--- src/rtl/axis_xbar_traffic_gen.sv ---
// AXI-Stream traffic generator: credit-paced packet injection with timestamped
// headers, so a downstream checker can measure router load and latency.
module axis_xbar_traffic_gen #(
    parameter int          DWIDTH    = 64,
    parameter int          NUM_DESTS = 20,
    parameter int          DEST_W    = 5,
    parameter int          MTU_LOG2  = 5,
    parameter logic [7:0]  SRC_ID    = 8'd0,
    parameter logic [15:0] LFSR_SEED = 16'hACE1
) (
    input  logic                clk,
    input  logic                rst_n,
    input  logic                cfg_start,
    input  logic                cfg_stop,
    input  logic [15:0]         cfg_num_pkts,
    input  logic [MTU_LOG2:0]   cfg_lpp,
    input  logic [6:0]          cfg_inj_rate,
    input  logic [1:0]          cfg_pattern,
    input  logic [DEST_W-1:0]   cfg_fixed_dest,
    output logic [DWIDTH-1:0]   m_axis_tdata,
    output logic [DEST_W-1:0]   m_axis_tdest,
    output logic                m_axis_tlast,
    output logic                m_axis_tvalid,
    input  logic                m_axis_tready,
    output logic                busy,
    output logic                done,
    output logic [15:0]         pkts_sent
);
    localparam int                LPP_W     = MTU_LOG2 + 1;
    localparam logic [LPP_W-1:0]  MAX_LPP   = LPP_W'(1 << MTU_LOG2);
    localparam logic [DEST_W:0]   NDEST     = (DEST_W+1)'(NUM_DESTS);
    localparam logic [DEST_W-1:0] LAST_DEST = DEST_W'(NUM_DESTS - 1);
    localparam logic [7:0]        SRC_COMP  = ~SRC_ID;

    typedef enum logic [1:0] {S_IDLE, S_HDR, S_PAYLOAD, S_FINISH} state_t;

    state_t             state_reg, state_next;
    logic [7:0]         acc_reg, acc_next;
    logic [31:0]        ts_cnt_reg, ts_hold_reg, ts_value;
    logic               ts_held_reg;
    logic [15:0]        lfsr_reg, lfsr_step;
    logic [15:0]        num_pkts_reg, pkts_sent_reg, seq_reg;
    logic [LPP_W-1:0]   lpp_reg, lpp_clamped, beat_reg;
    logic [6:0]         rate_reg, rate_clamped;
    logic [1:0]         pattern_reg, pattern_sel;
    logic [DEST_W-1:0]  fixed_dest_reg, fixed_sel, rr_reg, rr_sel, rr_adv;
    logic [DEST_W-1:0]  dest_reg, dest_new;
    logic               stop_reg;
    logic               active, valid_int, hs, is_last, last_hs, finish_cond;
    logic               start_acc, hdr_entry;
    logic [8:0]         acc_sum;
    logic [63:0]        beat_data;

    // Values at or above NUM_DESTS fold back by a single subtraction.
    function automatic logic [DEST_W-1:0] fold_dest(input logic [DEST_W-1:0] v);
        if ({1'b0, v} >= NDEST) return v - NDEST[DEST_W-1:0];
        return v;
    endfunction

    assign active      = (state_reg == S_HDR) || (state_reg == S_PAYLOAD);
    assign valid_int   = active && (acc_reg >= 8'd100);
    assign hs          = valid_int && m_axis_tready;
    assign is_last     = (state_reg == S_PAYLOAD) && (beat_reg == lpp_reg - LPP_W'(1));
    assign last_hs     = hs && is_last;
    assign finish_cond = (pkts_sent_reg + 16'd1 == num_pkts_reg) || stop_reg || cfg_stop;
    assign start_acc   = (state_reg == S_IDLE) && cfg_start;
    assign hdr_entry   = (state_reg != S_HDR) && (state_next == S_HDR);
    assign ts_value    = ts_held_reg ? ts_hold_reg : ts_cnt_reg;

    assign lpp_clamped  = (cfg_lpp < LPP_W'(2)) ? LPP_W'(2) :
                          (cfg_lpp > MAX_LPP)   ? MAX_LPP : cfg_lpp;
    assign rate_clamped = (cfg_inj_rate == 7'd0)   ? 7'd1   :
                          (cfg_inj_rate > 7'd100)  ? 7'd100 : cfg_inj_rate;

    // The first header of a run is chosen before the config registers load.
    assign pattern_sel = (state_reg == S_IDLE) ? cfg_pattern    : pattern_reg;
    assign fixed_sel   = (state_reg == S_IDLE) ? cfg_fixed_dest : fixed_dest_reg;
    assign rr_sel      = (state_reg == S_IDLE) ? cfg_fixed_dest : rr_reg;
    assign rr_adv      = (rr_sel == LAST_DEST) ? '0 : rr_sel + DEST_W'(1);
    assign lfsr_step   = {lfsr_reg[0] ^ lfsr_reg[2] ^ lfsr_reg[3] ^ lfsr_reg[5], lfsr_reg[15:1]};

    always_comb begin
        dest_new = fixed_sel;
        case (pattern_sel)
            2'd1:    dest_new = fold_dest(lfsr_step[DEST_W-1:0]);
            2'd2:    dest_new = rr_sel;
            2'd3:    dest_new = fold_dest(SRC_COMP[DEST_W-1:0]);
            default: dest_new = fixed_sel;
        endcase
    end

    always_comb begin
        acc_sum  = {1'b0, acc_reg} + {2'b00, rate_reg};
        acc_next = '0;
        if (active) begin
            if (hs)                  acc_next = 8'(acc_sum - 9'd100);
            else if (acc_sum > 9'd199) acc_next = 8'd199;
            else                     acc_next = acc_sum[7:0];
        end
    end

    always_ff @(posedge clk or negedge rst_n) begin
        if (!rst_n) state_reg <= S_IDLE;
        else        state_reg <= state_next;
    end

    always_comb begin
        state_next = state_reg;
        case (state_reg)
            S_IDLE:    if (cfg_start) state_next = (cfg_num_pkts != 16'd0) ? S_HDR : S_FINISH;
            S_HDR:     if (hs) state_next = S_PAYLOAD;
            S_PAYLOAD: if (last_hs) state_next = finish_cond ? S_FINISH : S_HDR;
            default:   state_next = S_IDLE;
        endcase
    end

    always_comb begin
        busy          = active;
        done          = (state_reg == S_FINISH);
        m_axis_tvalid = valid_int;
        m_axis_tlast  = is_last;
        m_axis_tdest  = active ? dest_reg : '0;
        beat_data     = '0;
        if (state_reg == S_HDR)
            beat_data = {seq_reg, SRC_ID, 8'(dest_reg), ts_value};
        else if (state_reg == S_PAYLOAD)
            beat_data = {seq_reg, 16'(beat_reg), 16'h0, ~16'(beat_reg)};
    end

    assign pkts_sent          = pkts_sent_reg;
    assign m_axis_tdata[63:0] = beat_data;

    generate
        if (DWIDTH > 64) begin : g_pad
            assign m_axis_tdata[DWIDTH-1:64] = '0;
        end
    endgenerate

    always_ff @(posedge clk or negedge rst_n) begin
        if (!rst_n) begin
            acc_reg        <= '0;
            ts_cnt_reg     <= '0;
            ts_hold_reg    <= '0;
            ts_held_reg    <= 1'b0;
            lfsr_reg       <= LFSR_SEED;
            num_pkts_reg   <= '0;
            lpp_reg        <= LPP_W'(2);
            rate_reg       <= 7'd1;
            pattern_reg    <= '0;
            fixed_dest_reg <= '0;
            rr_reg         <= '0;
            dest_reg       <= '0;
            seq_reg        <= '0;
            beat_reg       <= '0;
            pkts_sent_reg  <= '0;
            stop_reg       <= 1'b0;
        end else begin
            ts_cnt_reg <= ts_cnt_reg + 32'd1;
            acc_reg    <= acc_next;
            if (start_acc) begin
                num_pkts_reg   <= cfg_num_pkts;
                lpp_reg        <= lpp_clamped;
                rate_reg       <= rate_clamped;
                pattern_reg    <= cfg_pattern;
                fixed_dest_reg <= cfg_fixed_dest;
                pkts_sent_reg  <= '0;
                seq_reg        <= '0;
                stop_reg       <= 1'b0;
            end
            if (hdr_entry) begin
                dest_reg    <= dest_new;
                rr_reg      <= rr_adv;
                lfsr_reg    <= lfsr_step;
                beat_reg    <= '0;
                ts_held_reg <= 1'b0;
            end
            // Freeze the timestamp the first cycle the header is offered.
            if (state_reg == S_HDR && valid_int && !ts_held_reg) begin
                ts_hold_reg <= ts_cnt_reg;
                ts_held_reg <= 1'b1;
            end
            if (hs) begin
                if (state_reg == S_HDR) beat_reg <= LPP_W'(1);
                else if (!is_last)      beat_reg <= beat_reg + LPP_W'(1);
            end
            if (last_hs) begin
                pkts_sent_reg <= pkts_sent_reg + 16'd1;
                seq_reg       <= seq_reg + 16'd1;
            end
            if (active && cfg_stop) stop_reg <= 1'b1;
        end
    end
endmodule

--- config.mk ---
export PLATFORM = sky130hd
export DESIGN_NAME = axis_xbar_traffic_gen
export DESIGN_NICKNAME = d
export VERILOG_FILES = /design/src/rtl/axis_xbar_traffic_gen.sv
export SDC_FILE = /design/constraint.sdc
export NUM_CORES = 1
export LEC_CHECK = 0
export CAP_MARGIN = 5
export CORE_ASPECT_RATIO = 1.75
export CORE_MARGIN = 2
export CORE_UTILIZATION = 45
export CTS_BUF_LIST = sky130_fd_sc_hd__clkbuf_16
export DETAILED_ROUTE_END_ITERATION = 6
export DONT_BUFFER_PORTS = 1
export SLEW_MARGIN = 15
export SYNTH_ARGS = -nofsm -noshare
export SYNTH_HDL_FRONTEND = slang
export SYNTH_SLANG_ARGS = --single-unit
--- constraint.sdc ---
create_clock -name clk -period 4.6 [get_ports clk]
set_clock_uncertainty 0.05 [all_clocks]
set_input_delay 0.46 -clock clk [delete_from_list [all_inputs] [get_ports clk]]
set_output_delay 0.46 -clock clk [all_outputs]
set_load 0.005 [all_outputs]
Word-level counts from Yosys, hierarchy flattened
Cells that the tools add are included.
{"block": "classes", "n_eq_ne": 11, "n_bitwise": 4, "reduce_logical": 19, "addsub": 9, "muxes": 37, "magnitude_cmp": 6}
{"op": "64-bit 2-to-1 mux", "count": 2}
{"op": "16-bit 2-to-1 mux", "count": 3}
{"op": "6-bit 2-to-1 mux", "count": 6}
{"op": "16-bit by 1-bit adder with 16-bit output (second input constant)", "count": 2}
{"op": "32-bit by 1-bit adder with 32-bit output (second input constant)", "count": 1}
{"op": "32-bit 2-to-1 mux", "count": 1}
{"op": "5-bit 2-to-1 mux", "count": 6}
{"op": "8-bit 2-to-1 mux", "count": 3}
{"op": "16-bit equality test", "count": 1}
{"op": "6-bit NOT with 16-bit output", "count": 1}
{"op": "16-bit nonzero test", "count": 1}
{"op": "5-bit case mux with 3 select lines", "count": 1}
{"op": "7-bit 2-to-1 mux", "count": 2}
{"op": "2-bit 2-to-1 mux", "count": 6}
{"op": "8-bit by 7-bit adder with 9-bit output", "count": 1}
{"op": "9-bit by 8-bit greater-than comparator with 1-bit output (second input constant)", "count": 1}
{"op": "1-bit logical AND", "count": 9}
{"op": "2-bit equality test (second input constant)", "count": 4}
{"op": "8-bit by 7-bit greater-or-equal comparator with 1-bit output (second input constant)", "count": 1}
{"op": "8-bit by 7-bit subtractor with 8-bit output (second input constant)", "count": 1}
{"op": "7-bit greater-than comparator (second input constant)", "count": 1}
{"op": "7-bit zero test", "count": 1}
{"op": "6-bit by 1-bit adder with 6-bit output (second input constant)", "count": 1}
{"op": "2-bit by 1-bit equality test with 1-bit output (second input constant)", "count": 3}
{"op": "16 further kinds", "count": 27}
{"block": "word_totals", "reg_bits": 176, "elab_cells": 103, "input_bits": 41, "out_inout_bits": 89}

Depth between registers and ports, before layout
Gate-level depths: netlist of the first run.
{"block": "depth", "ltp_word": 13, "depth_mapped": 12, "mapped_depth_nobuf": 11}

Worst setup path before layout of the first run
OpenSTA, ideal clock, no wires.
{"block": "synth_timing", "kind": "register -> register", "from": "reg state_reg[0]", "to": "reg beat_reg[5]", "required_time_ps": 4424, "path_slack_ps": 1732, "period_less_slack_ps": 2868, "t_arrival_ps": 2692, "setup_ps": 126, "n_path_buf": 2, "path_stages_with_launch": 13, "path_cell_list": "dfrtp_1 -> inv_1 -> ha_1 -> clkbuf_1 -> inv_1 -> nor4_1 -> nand3_1 -> inv_1 -> nand4_1 -> a31oi_4 -> nand2_4 -> buf_8 -> a311o_1"}
{"block": "synth_via", "word_cells_on_any_way": 19, "cone_classes": "eq/ne: 4; mux: 8; reduce/logical: 7"}
{"item": "start: declaration", "line": "37", "rtl": "state_t state_reg, state_next;"}
{"item": "start signal: assignment", "line": "104", "rtl": "else state_reg <= state_next;"}
{"item": "2-bit equality test *", "line": "63", "rtl": "assign is_last = (state_reg == S_PAYLOAD) && (beat_reg == lpp_reg - LPP_W'(1));"}
{"item": "1-bit logical AND *", "line": "63"}
{"item": "net m_axis_tlast", "line": "22", "rtl": "output logic m_axis_tlast,"}
{"item": "1-bit logical AND", "line": "64", "rtl": "assign last_hs = hs && is_last;"}
{"item": "2-bit 2-to-1 mux", "line": "112", "rtl": "S_PAYLOAD: if (last_hs) state_next = finish_cond ? S_FINISH : S_HDR;"}
{"item": "2-bit case mux with 3 select lines", "line": "109", "rtl": "case (state_reg)"}
{"item": "2-bit by 1-bit equality test with 1-bit output", "line": "67", "rtl": "assign hdr_entry = (state_reg != S_HDR) && (state_next == S_HDR);"}
{"item": "1-bit logical AND", "line": "67"}
{"item": "6-bit 2-to-1 mux", "line": "170", "rtl": "if (hdr_entry) begin"}
{"item": "6-bit 2-to-1 mux", "line": "184", "rtl": "else if (!is_last) beat_reg <= beat_reg + LPP_W'(1);"}
{"item": "6-bit 2-to-1 mux", "line": "183", "rtl": "if (state_reg == S_HDR) beat_reg <= LPP_W'(1);"}
{"item": "6-bit 2-to-1 mux *", "line": "182", "rtl": "if (hs) begin"}
{"item": "end signal: assignment", "line": "184"}
{"item": "end: declaration", "line": "43", "rtl": "logic [LPP_W-1:0] lpp_reg, lpp_clamped, beat_reg;"}
The timed path passes the listed nets; every way through them passes the cells marked *.
A chain may end at the register's enable or synchronous reset.

Worst setup path after layout of the first run
{"block": "layout_timing", "from": "reg state_reg[0]", "to": "reg dest_reg[4]"}
{"block": "layout_via", "elab_chain_len": 9, "word_cells_on_any_way": 22, "cone_classes": "eq/ne: 7; mux: 8; reduce/logical: 7"}
{"item": "2-bit by 1-bit equality test with 1-bit output or 2-bit equality test (tied branches)", "line": "60, 109, 63"}
{"item": "1-bit logical OR", "line": "60", "rtl": "assign active = (state_reg == S_HDR) || (state_reg == S_PAYLOAD);"}
{"item": "1-bit logical AND", "line": "61", "rtl": "assign valid_int = active && (acc_reg >= 8'd100);"}
{"item": "1-bit logical AND", "line": "62", "rtl": "assign hs = valid_int && m_axis_tready;"}
{"item": "1-bit logical AND", "line": "64"}
{"item": "2-bit 2-to-1 mux", "line": "112"}
{"item": "2-bit case mux with 3 select lines", "line": "109"}
{"item": "2-bit by 1-bit equality test with 1-bit output", "line": "67"}
{"item": "1-bit logical AND", "line": "67"}
{"item": "end signal: assignment", "line": "171", "rtl": "dest_reg <= dest_new;"}
{"item": "end: declaration", "line": "47", "rtl": "logic [DEST_W-1:0] dest_reg, dest_new;"}
Parallel ways exist; a longest one is shown, timed or not.

==> results.cfg, run 1 <==
[global_routing]
gr-usage-all-layers_pct = 20.7
grt_pass1_wl_um = 37800
grt_pass1_vias = 7213
antenna_found_initial = 0
grt_start_max_net_pins = 177
overflow = 0

[yosys]
yosysUniqueCellTypes = 69
synth-main-ff-cell = dfrtp_1
yosys.area.top_type_share_pct = 41.8
syn_area_um2 = 9930
yosysSeqAreaShare_pct = 44.5
synth-seq-cells = 176
yosys-top-cells-area = dfrtp_1 42%, mux2_2 7.7%, xnor2_1 4.4%
synthArstFlopShare_pct = 100
synth_edf_count = 0
syn_avg_cell_area_um2 = 10.2
syn_inst = 978
yosysTopAreaCell = dfrtp_1
ys_warn_count = 0

[critical_path]
start_kind = flip-flop
cp_slowest_cell = dfrtp_1
worstPathMaxFanout = 39
crit_buf_inv = 3
critPathKind = reg2reg
crit_top_cell = inv_1
endpoint_kind = flip-flop
crit_path_cell_trace = inv_1, ha_1, inv_1, nor4_1, nand4_1, buf_4, a21oi_1, a31oi_4, nand2_4, mux2_2
slowest_delay_ns = 0.44
worstPathRequired_ns = 4.87
cpLargestDelayFamily = simple AND/OR/NAND/NOR gates
arrival_ns = 3.72

[floorplan]
die_w_um = 116
num_rows = 71
core_region_area_um2 = 21600
start_util_pct = 46.0
die_y_um = 201
dieArea_um2 = 23300
io_pins = 130

[final_layout]
final_nets = 1024
syn2layout_area_growth_pct = 8.69
final_cell_mix = 165 x dfrtp_1, 97 x nand2_1, 77 x o21ai_0
fill_cells = 2021
final_core_util_pct = 50.0
layout_commonest_cell = dfrtp_1
antenna_cells = 0
instances_no_fill = 1266
drive_above_1_share_pct = 17.2

[sta]
report.final.slew_viol_count = 0
fin_setup_tns_ns = 0
min_period_over_period_pct = 74.9
hold_viol_final = 5
rsz0062_at_grt = false
worst_pin_slew_ns = 0.927
setup_violations = 0
fin_crit_ns = 3.45
hold_slack_ns = -0.0394
slew_headroom_pct = 38.2
fmax_mhz = 290
fin_ws_ns = 1.15

[outcome]
status = finished with violations
violations = hold timing

[clock_network]
cts_resized = 0
clk_path_buf_depth = 2
clock-sinks = 176
post_cts_buffers = 0
htreeDepth = 4
clockRootBuffer = clkbuf_16
numCtsBuffers = 17
cts_tree = yes
worstSkewPairLatency_ns = 0.43
clkTransAtPathRegs_ns = 0.07

[drt]
vias_per_cell = 5.59
ant_nets = 0
drt_iter0_markers = 298
wl_met2_um = 12500
dr.pass1.iters = 4
num_vias = 7078
postRouteWirelength_um = 23300
top_layer_used = met4
drc_errors = 0
m1WireLength_um = 9110
wire_per_inst_um = 18.4
met3_length_um = 1170

[pwr]
power_density_nw_per_um2 = 292
switchingPower_uw = 682
p_seq_share_pct = 49.2
power_frac_comb_pct = 1.7
p_leak_nw = 5.06
irDropWorstVdd_mv = 0.211
pwr-share-clk_pct = 49.1
sw_frac_of_total_pct = 21.6
internal_power_mw = 2.48

[placed_design]
hpwl_um = 16500
io_buffers = 0
place_inst = 1233
gp_congestion = 0.845
place_ws_ns = 1.15

[hold_path]
hp-class = in2async

[run]
maxCapViolations = 0
cell usage after synthesis, types with 4 or more instances:
cell type  instances
dfrtp_1          166
nand2_1           98
o21ai_0           77
mux2_2            68
nor2_1            52
xnor2_1           50
mux2i_1           40
a21oi_1           39
nand3_1           38
nor2b_1           37
clkbuf_1          34
inv_1             24
ha_1              21
xor2_1            21
mux2_4            19
a31oi_1           17
o31ai_1           16
nand4_1           12
and3_1            11
buf_4             11
nor3_1            11
dfstp_2           10
nand2b_1          10
or2_2              8
buf_1              7
nor4_1             7
a32o_1             5
and2_1             5
a22o_1             4
stage by stage:
stage	instance area, µm²	total power, mW
6_report	10800	3.16
4_1_cts	10800	3.17
3_3_place_gp	10100	1.60
2_1_floorplan	9970	1.60
3_5_place_dp	10100	1.60
5_1_grt	10800	3.28
power by group through the flow:
stage	clock network [mW]	logic [mW]	registers, mW
floorplan	0	0.0247	1.58
global placement	0	0.0206	1.58
detailed placement	0	0.0206	1.58
CTS	1.59	0.0207	1.55
global route	1.66	0.0619	1.55
finish	1.55	0.0522	1.55
cell type report:
cell class                      count  area [µm²]  share of cell area, %
Multi-Input combinational cell    730        5180                   48.0
Sequential cell                   176        4420                   40.9
Clock buffer                       17         425                   3.94
Tap cell                          292         365                   3.38
Clock inverter                     15         208                   1.92
Timing Repair Buffer               12         110                   1.02
Inverter                           24        90.1                  0.834
path summary, 6_finish.rpt:
kind,start,endpoint,slack [ns],cells after the start
max,state_reg[0],dest_reg[4],1.15,10
min,rst_n,ts_hold_reg[11],-0.04,1
max reg2reg,state_reg[0],dest_reg[4],1.15,10
min reg2reg,seq_reg[15],seq_reg[15],0.44,1
max in group asynchronous,rst_n,ts_held_reg,3.78,1
min in group clk,cfg_lpp[5],lpp_reg[1],0.03,1
cell families after synthesis:
kind of cell	after synthesis	synth area share [%]
simple gates	310	15.9
compound gates	190	12.1
flops	176	44.5
mux	127	14.6
buf+inv	81	3.80
xor+xnor	71	6.26
fa+ha+maj	22	2.85
other cells	1	0.0378
metal layers:
layer | vias to the layer above | global-route usage (%)
met5 | - | 0
met4 | 0 | 7.06
met3 | 33 | 5.68
met2 | 148 | 37.0
met1 | 3494 | 23.1
li1 | 3403 | -
Power figures use the tool's default switching activity.
==> run 2, diff against run 1 <==
ABC_AREA = 1   (was default)
clock period = 3.6 ns   (was 4.6 ns; I/O delays follow)
==> run 2 against run 1 <==
The flow still finishes with violations (hold timing). Largest cell class unchanged. First-iteration DRC count increased by 93%. Critical path type unchanged. Synthesized cell count increased by 33%. Highest routed layer unchanged. Register-to-register slack got worse by 0.57 ns. Die area about the same. Count of clock-buffer cells in the layout unchanged. Combinational power increased to 54 times the previous value. Critical path depth increased by 5. Utilization increased by 0.65 points. Critical endpoint is now ts_held_reg. Cell area increased by 1.3%. Final cell count increased by 28%. Sequential power increased by 65%.
==> results.cfg, run 2 <==
[clock_network]
worstSkewPairLatency_ns = 0.44
holdBufCountCts = 23
cts_tree = yes
numCtsBuffers = 17
post_cts_buffers = 0
htreeDepth = 4
clock-sinks = 176
clk_path_buf_depth = 2
cts_resized = 0
clockRootBuffer = clkbuf_16
clkTransAtPathRegs_ns = 0.08

[final_layout]
multi_input_area_um2 = 4720
final_cell_mix = 357 x nand2_1, 166 x dfrtp_1, 143 x inv_1
syn2layout_area_growth_pct = 10.2
regArea_um2 = 4420
drive_above_1_share_pct = 6.05
postLayoutCellArea_um2 = 10900
antenna_cells = 0
final_core_util_pct = 50.7
final_nets = 1373
layout_commonest_cell = nand2_1
fill_cells = 2170

[yosys]
syn_area_um2 = 9930
synth-seq-cells = 176
yosys-top-cells-area = dfrtp_1 42%, nand2_1 13%, o21ai_0 6.6%
ys_warn_count = 0
syn_inst = 1300
synthArstFlopShare_pct = 100
yosysSeqAreaShare_pct = 44.5
synth.top_cells.by_count = 357 x nand2_1, 166 x dfrtp_1, 142 x inv_1
yosysTopAreaCell = dfrtp_1
synth_edf_count = 0
yosysMostFrequentCell = nand2_1
synth-main-ff-cell = dfrtp_1
yosys.area.top_type_share_pct = 41.8
yosysUniqueCellTypes = 46
syn_avg_cell_area_um2 = 7.64

[critical_path]
crit_path_cell_trace = inv_1, ha_1, inv_2, a21oi_2, nand2_1, inv_1, nand3_1, nand2_1, nand2_1, nand2_1, nand2_1, nor2_4, nand3_4, nand2_1, nand2_1
worstPathRequired_ns = 3.86
r2r_setup_slack_ns = 0.58
reg2reg_to = ts_held_reg
crit_top_cell = nand2_1
slowest_delay_ns = 0.39
worstRegToRegCells = 15
arrival_ns = 3.28
cp.depth = 15
start_kind = flip-flop
endpoint_kind = flip-flop
crit_buf_inv = 3
worstPathMaxFanout = 33
crit_start = state_reg[1]
rr_startpoint = state_reg[1]
critPathKind = reg2reg
cpLargestDelayFamily = simple AND/OR/NAND/NOR gates
cp_slowest_cell = dfrtp_1
endpoint = ts_held_reg

[sta]
hold_slack_ns = -0.426
hold_viol_final = 176
rsz0062_at_grt = false
setup_violations = 0
worst_pin_slew_ns = 0.715
min_period_over_period_pct = 83.9
slew_headroom_pct = 51.9
fin_setup_tns_ns = 0
report.final.slew_viol_count = 0
fmax_mhz = 331
fin_crit_ns = 3.02

[global_routing]
gr-usage-all-layers_pct = 22.3
grt_pass1_wl_um = 41500
grt_pass1_vias = 8597
grt_start_max_net_pins = 177
overflow = 0
antenna_found_initial = 0

[drt]
vias_per_cell = 5.28
ant_nets = 0
drt_iter0_markers = 575
postRouteWirelength_um = 25300
num_vias = 8523
drc_errors = 0
wire_per_inst_um = 15.7
dr.pass1.iters = 6

[placed_design]
gp_congestion = 0.874
post_dp_cell_area_um2 = 10200
hpwl_um = 17900
io_buffers = 0

[outcome]
status = finished with violations
violations = hold timing

[floorplan]
num_rows = 71
start_util_pct = 46.0
dieArea_um2 = 23300
core_region_area_um2 = 21600
die_w_um = 116
die_y_um = 200
io_pins = 130

[hold_path]
hp-class = in2async

[pwr]
irDropWorstVdd_mv = 0.300
power.total_mw = 7.14
p_leak_nw = 5.22
power_density_nw_per_um2 = 652

[run]
maxCapViolations = 0
run 2: changes by cell type after synthesis, sizes merged, moves of 28 or more:
cell,previous run,this run
mux2,87,4
nand4,13,49
mux2i,40,1
o21ai,77,132
nand3,39,86
a21oi,39,67
nor2b,37,0
nor2,52,90
nand2,99,358
xnor2,50,7
inv,24,145
run 2: worst register-to-register path: stages, from the launching register on:
cell     delay [ns]
dfrtp_1        0.39
inv_1          0.10
ha_1           0.32
inv_2          0.08
a21oi_2        0.23
nand2_1        0.11
inv_1          0.30
nand3_1        0.24
nand2_1        0.11
nand2_1        0.05
nand2_1        0.06
nand2_1        0.09
nor2_4         0.20
nand3_4        0.35
nand2_1        0.17
nand2_1        0.06
run 2: worst min path at each step:
stage	from	endpoint	slack, ns	cells past startpoint
2_1_floorplan	rst_n	acc_reg[0]	0.01	0
3_3_place_gp	rst_n	seq_reg[14]	0.02	0
3_5_place_dp	rst_n	rate_reg[3]	0.02	0
4_1_cts	rst_n	ts_cnt_reg[15]	-0.45	0
5_1_grt	rst_n	seq_reg[12]	-0.45	0
6_report	rst_n	seq_reg[5]	-0.43	0
run 2: cell families (layout without fill, tap and decap cells):
logic type	count (synthesis)	count (layout)	share of synthesized area (%)
buffers and inverters	202	216	8.36
muxes	5	5	0.554
AOI/OAI and AO/OA	224	224	12.0
adders and majority gates	22	22	2.85
other	1	10	0.0378
xor gates and xnor gates	51	51	4.50
and+or+nand+nor	619	619	27.3
DFF	176	176	44.5
run 2: metrics by stage:
| stage | setup WS, ns | cells |
|---|---|---|
| floorplan | 1.19 | 1309 |
| global placement | 0.590 | 1560 |
| detailed placement | 0.533 | 1560 |
| CTS | 0.522 | 1615 |
| global route | 0.199 | 1615 |
| finish | 0.580 | 1615 |
run 2: where the power goes:
part / total [mW] / switching, mW / internal [mW]
clock network: 1.75 / 0.806 / 0.947
logic: 2.83 / 1.95 / 0.884
registers: 2.55 / 0.232 / 2.32
total: 7.14 / 2.98 / 4.15
run 2: final cells by class:
type / instances / share of cell area [%]
multi-input combinational: 931 / 43.2
sequential: 176 / 40.4
inverter: 147 / 5.04
clock buffer: 17 / 3.89
tap: 292 / 3.34
timing repair buffer: 37 / 3.07
clock inverter: 15 / 1.12
run 2: per-layer routing:
| metal | GRT usage (%) | vias up | wire [µm] | part of all wire, % |
|---|---|---|---|---|
| li1 | - | 4254 | - | - |
| met3 | 5.86 | 40 | 1480 | 5.9 |
| met1 | 25.2 | 4055 | 10100 | 40 |
| met2 | 39.3 | 174 | 13200 | 52 |
| met5 | 0 | - | 0 | 0 |
| met4 | 8.72 | 0 | 590 | 2.3 |
==> run 3, diff against run 2 <==
clock period = 2.85 ns   (was 3.6 ns; I/O delays follow)
==> run 3 against run 2 <==
The run still ends with hold timing left. First-iteration DRC count rose by 5.2%. Routed wire length rose by 3.4%. Via count rose by 1.3%. Flip-flop and latch count did not move. Critical path type unchanged.
==> results.cfg, run 3 (synthesized netlist as in run 2, its figures left out) <==
[sta]
setup_violations = 0
rsz0062_at_grt = false
report.final.slew_viol_count = 0
fmax_mhz = 394
hold_slack_ns = -0.500
fin_crit_ns = 2.54
min_period_over_period_pct = 89.2
hold_viol_final = 176
worst_pin_slew_ns = 0.725
fin_setup_tns_ns = 0
slew_headroom_pct = 51.2

[critical_path]
crit_path_cell_trace = ha_1, fa_1, xor2_1, ha_1, nand4_1, nand2_1, a21oi_1, nand2_1, nand2_1, nand2_1, inv_1, nor3_1
crit_top_cell = nand2_1
rr_startpoint = acc_reg[0]
slowest_delay_ns = 0.42
worstPathMaxFanout = 5
r2r_setup_slack_ns = 0.31
reg2reg_to = acc_reg[5]
worstPathRequired_ns = 3.15
start_kind = flip-flop
worstRegToRegCells = 12
cpLargestDelayFamily = adder cells
critPathKind = reg2reg
arrival_ns = 2.84
cp_slowest_cell = fa_1
endpoint_kind = flip-flop
crit_buf_inv = 1

[floorplan]
dieArea_um2 = 23300
die_w_um = 116
die_y_um = 200
core_region_area_um2 = 21600
num_rows = 71
io_pins = 130
start_util_pct = 46.0

[final_layout]
syn2layout_area_growth_pct = 13.1
drive_above_1_share_pct = 7.43
layout_commonest_cell = nand2_1
fill_cells = 2147
final_nets = 1396
final_cell_mix = 356 x nand2_1, 166 x dfrtp_1, 142 x inv_1

[drt]
ant_nets = 0
met3_length_um = 1420
vias_per_cell = 5.27
dr.pass1.iters = 6
wire_per_inst_um = 16.0
m1WireLength_um = 10300
drt_iter0_markers = 605
num_vias = 8633
top_layer_used = met4
wl_met2_um = 14100
postRouteWirelength_um = 26200
drc_errors = 0

[clock_network]
clock-sinks = 176
cts_tree = yes
clk_path_buf_depth = 2
htreeDepth = 4
clkTransAtPathRegs_ns = 0.07
holdBufCountCts = 34
clockRootBuffer = clkbuf_16
numCtsBuffers = 17
worstSkewPairLatency_ns = 0.44
post_cts_buffers = 0

[global_routing]
grt_pass1_vias = 8701
antenna_found_initial = 1
overflow = 0
gr-usage-all-layers_pct = 23.1
grt_pass1_wl_um = 42700
grt_start_max_net_pins = 177

[hold_path]
hp-class = in2async

[pwr]
power_density_nw_per_um2 = 838
power.total_mw = 9.41
irDropWorstVdd_mv = 0.558
p_leak_nw = 5.36

[outcome]
violations = hold timing
status = finished with violations

[placed_design]
gp_congestion = 0.892
hpwl_um = 18400
io_buffers = 0

[run]
maxCapViolations = 0
==> run 3: cell types whose count changed in the layout (fill, tap and decap cells not counted), sizes merged <==
cell / before / now
buf: 14 / 25
dlygate4sd3: 23 / 34
clkinv: 12 / 7
bufinv: 1 / 3
inv: 148 / 150
clkinvlp: 1 / 2
diode: 0 / 1
nand3: 86 / 87
==> run 3: layer usage <==
layer,GRT usage [%],up-vias
li1,-,4296
met1,25.6,4123
met2,42.3,186
met3,6.07,28
met4,7.14,0
met5,0,-
==> run 3: where the power goes <==
group,switching (mW),leakage (nW),internal [mW]
Clock,1.04,0.295,1.39
Sequential,0.302,2.33,2.93
Combinational,2.53,2.74,1.21
Total,3.88,5.36,5.53
==> run 3: final cells by class <==
type,count,area [µm²],area share [%]
Sequential cell,176,4420,39.3
Multi-Input combinational cell,932,4760,42.4
Inverter,147,552,4.91
Antenna cell,1,2.50,0.0223
Clock inverter,15,181,1.62
Tap cell,292,365,3.25
Clock buffer,17,425,3.79
Timing Repair Buffer,59,528,4.70
==> run 3: worst max path at each step <==
stage | from | end | cells past startpoint
floorplan | state_reg[1] | ts_held_reg | 17
global placement | lpp_reg[1] | ts_held_reg | 15
detailed placement | lpp_reg[1] | dest_reg[0] | 15
CTS | state_reg[1] | m_axis_tdata[4] | 6
global route | lpp_reg[1] | beat_reg[5] | 18
finish | acc_reg[0] | acc_reg[5] | 12
==> run 3: worst register-to-register path, stage by stage (launching register included) <==
cell,delay (ns)
dfrtp_1,0.37
ha_1,0.23
fa_1,0.42
xor2_1,0.38
ha_1,0.23
nand4_1,0.12
nand2_1,0.09
a21oi_1,0.06
nand2_1,0.07
nand2_1,0.05
nand2_1,0.16
inv_1,0.09
nor3_1,0.14
==> run 3: what timing repair did <==
action,4_1_cts,5_1_grt
resized for setup,0,4
endpoints found under the setup margin,0,53
hold endpoints to repair,210,176
==> run 3: stage by stage <==
step	util (%)	instances	instance area [µm²]	setup WS [ns]
detailed placement	47.4	1571	10200	0.219
finish	52.0	1639	11200	0.309
global placement	47.4	1571	10200	0.293
global route	52.0	1639	11200	0.0104
floorplan	-	1309	9960	0.441
CTS	51.8	1637	11200	0.0153
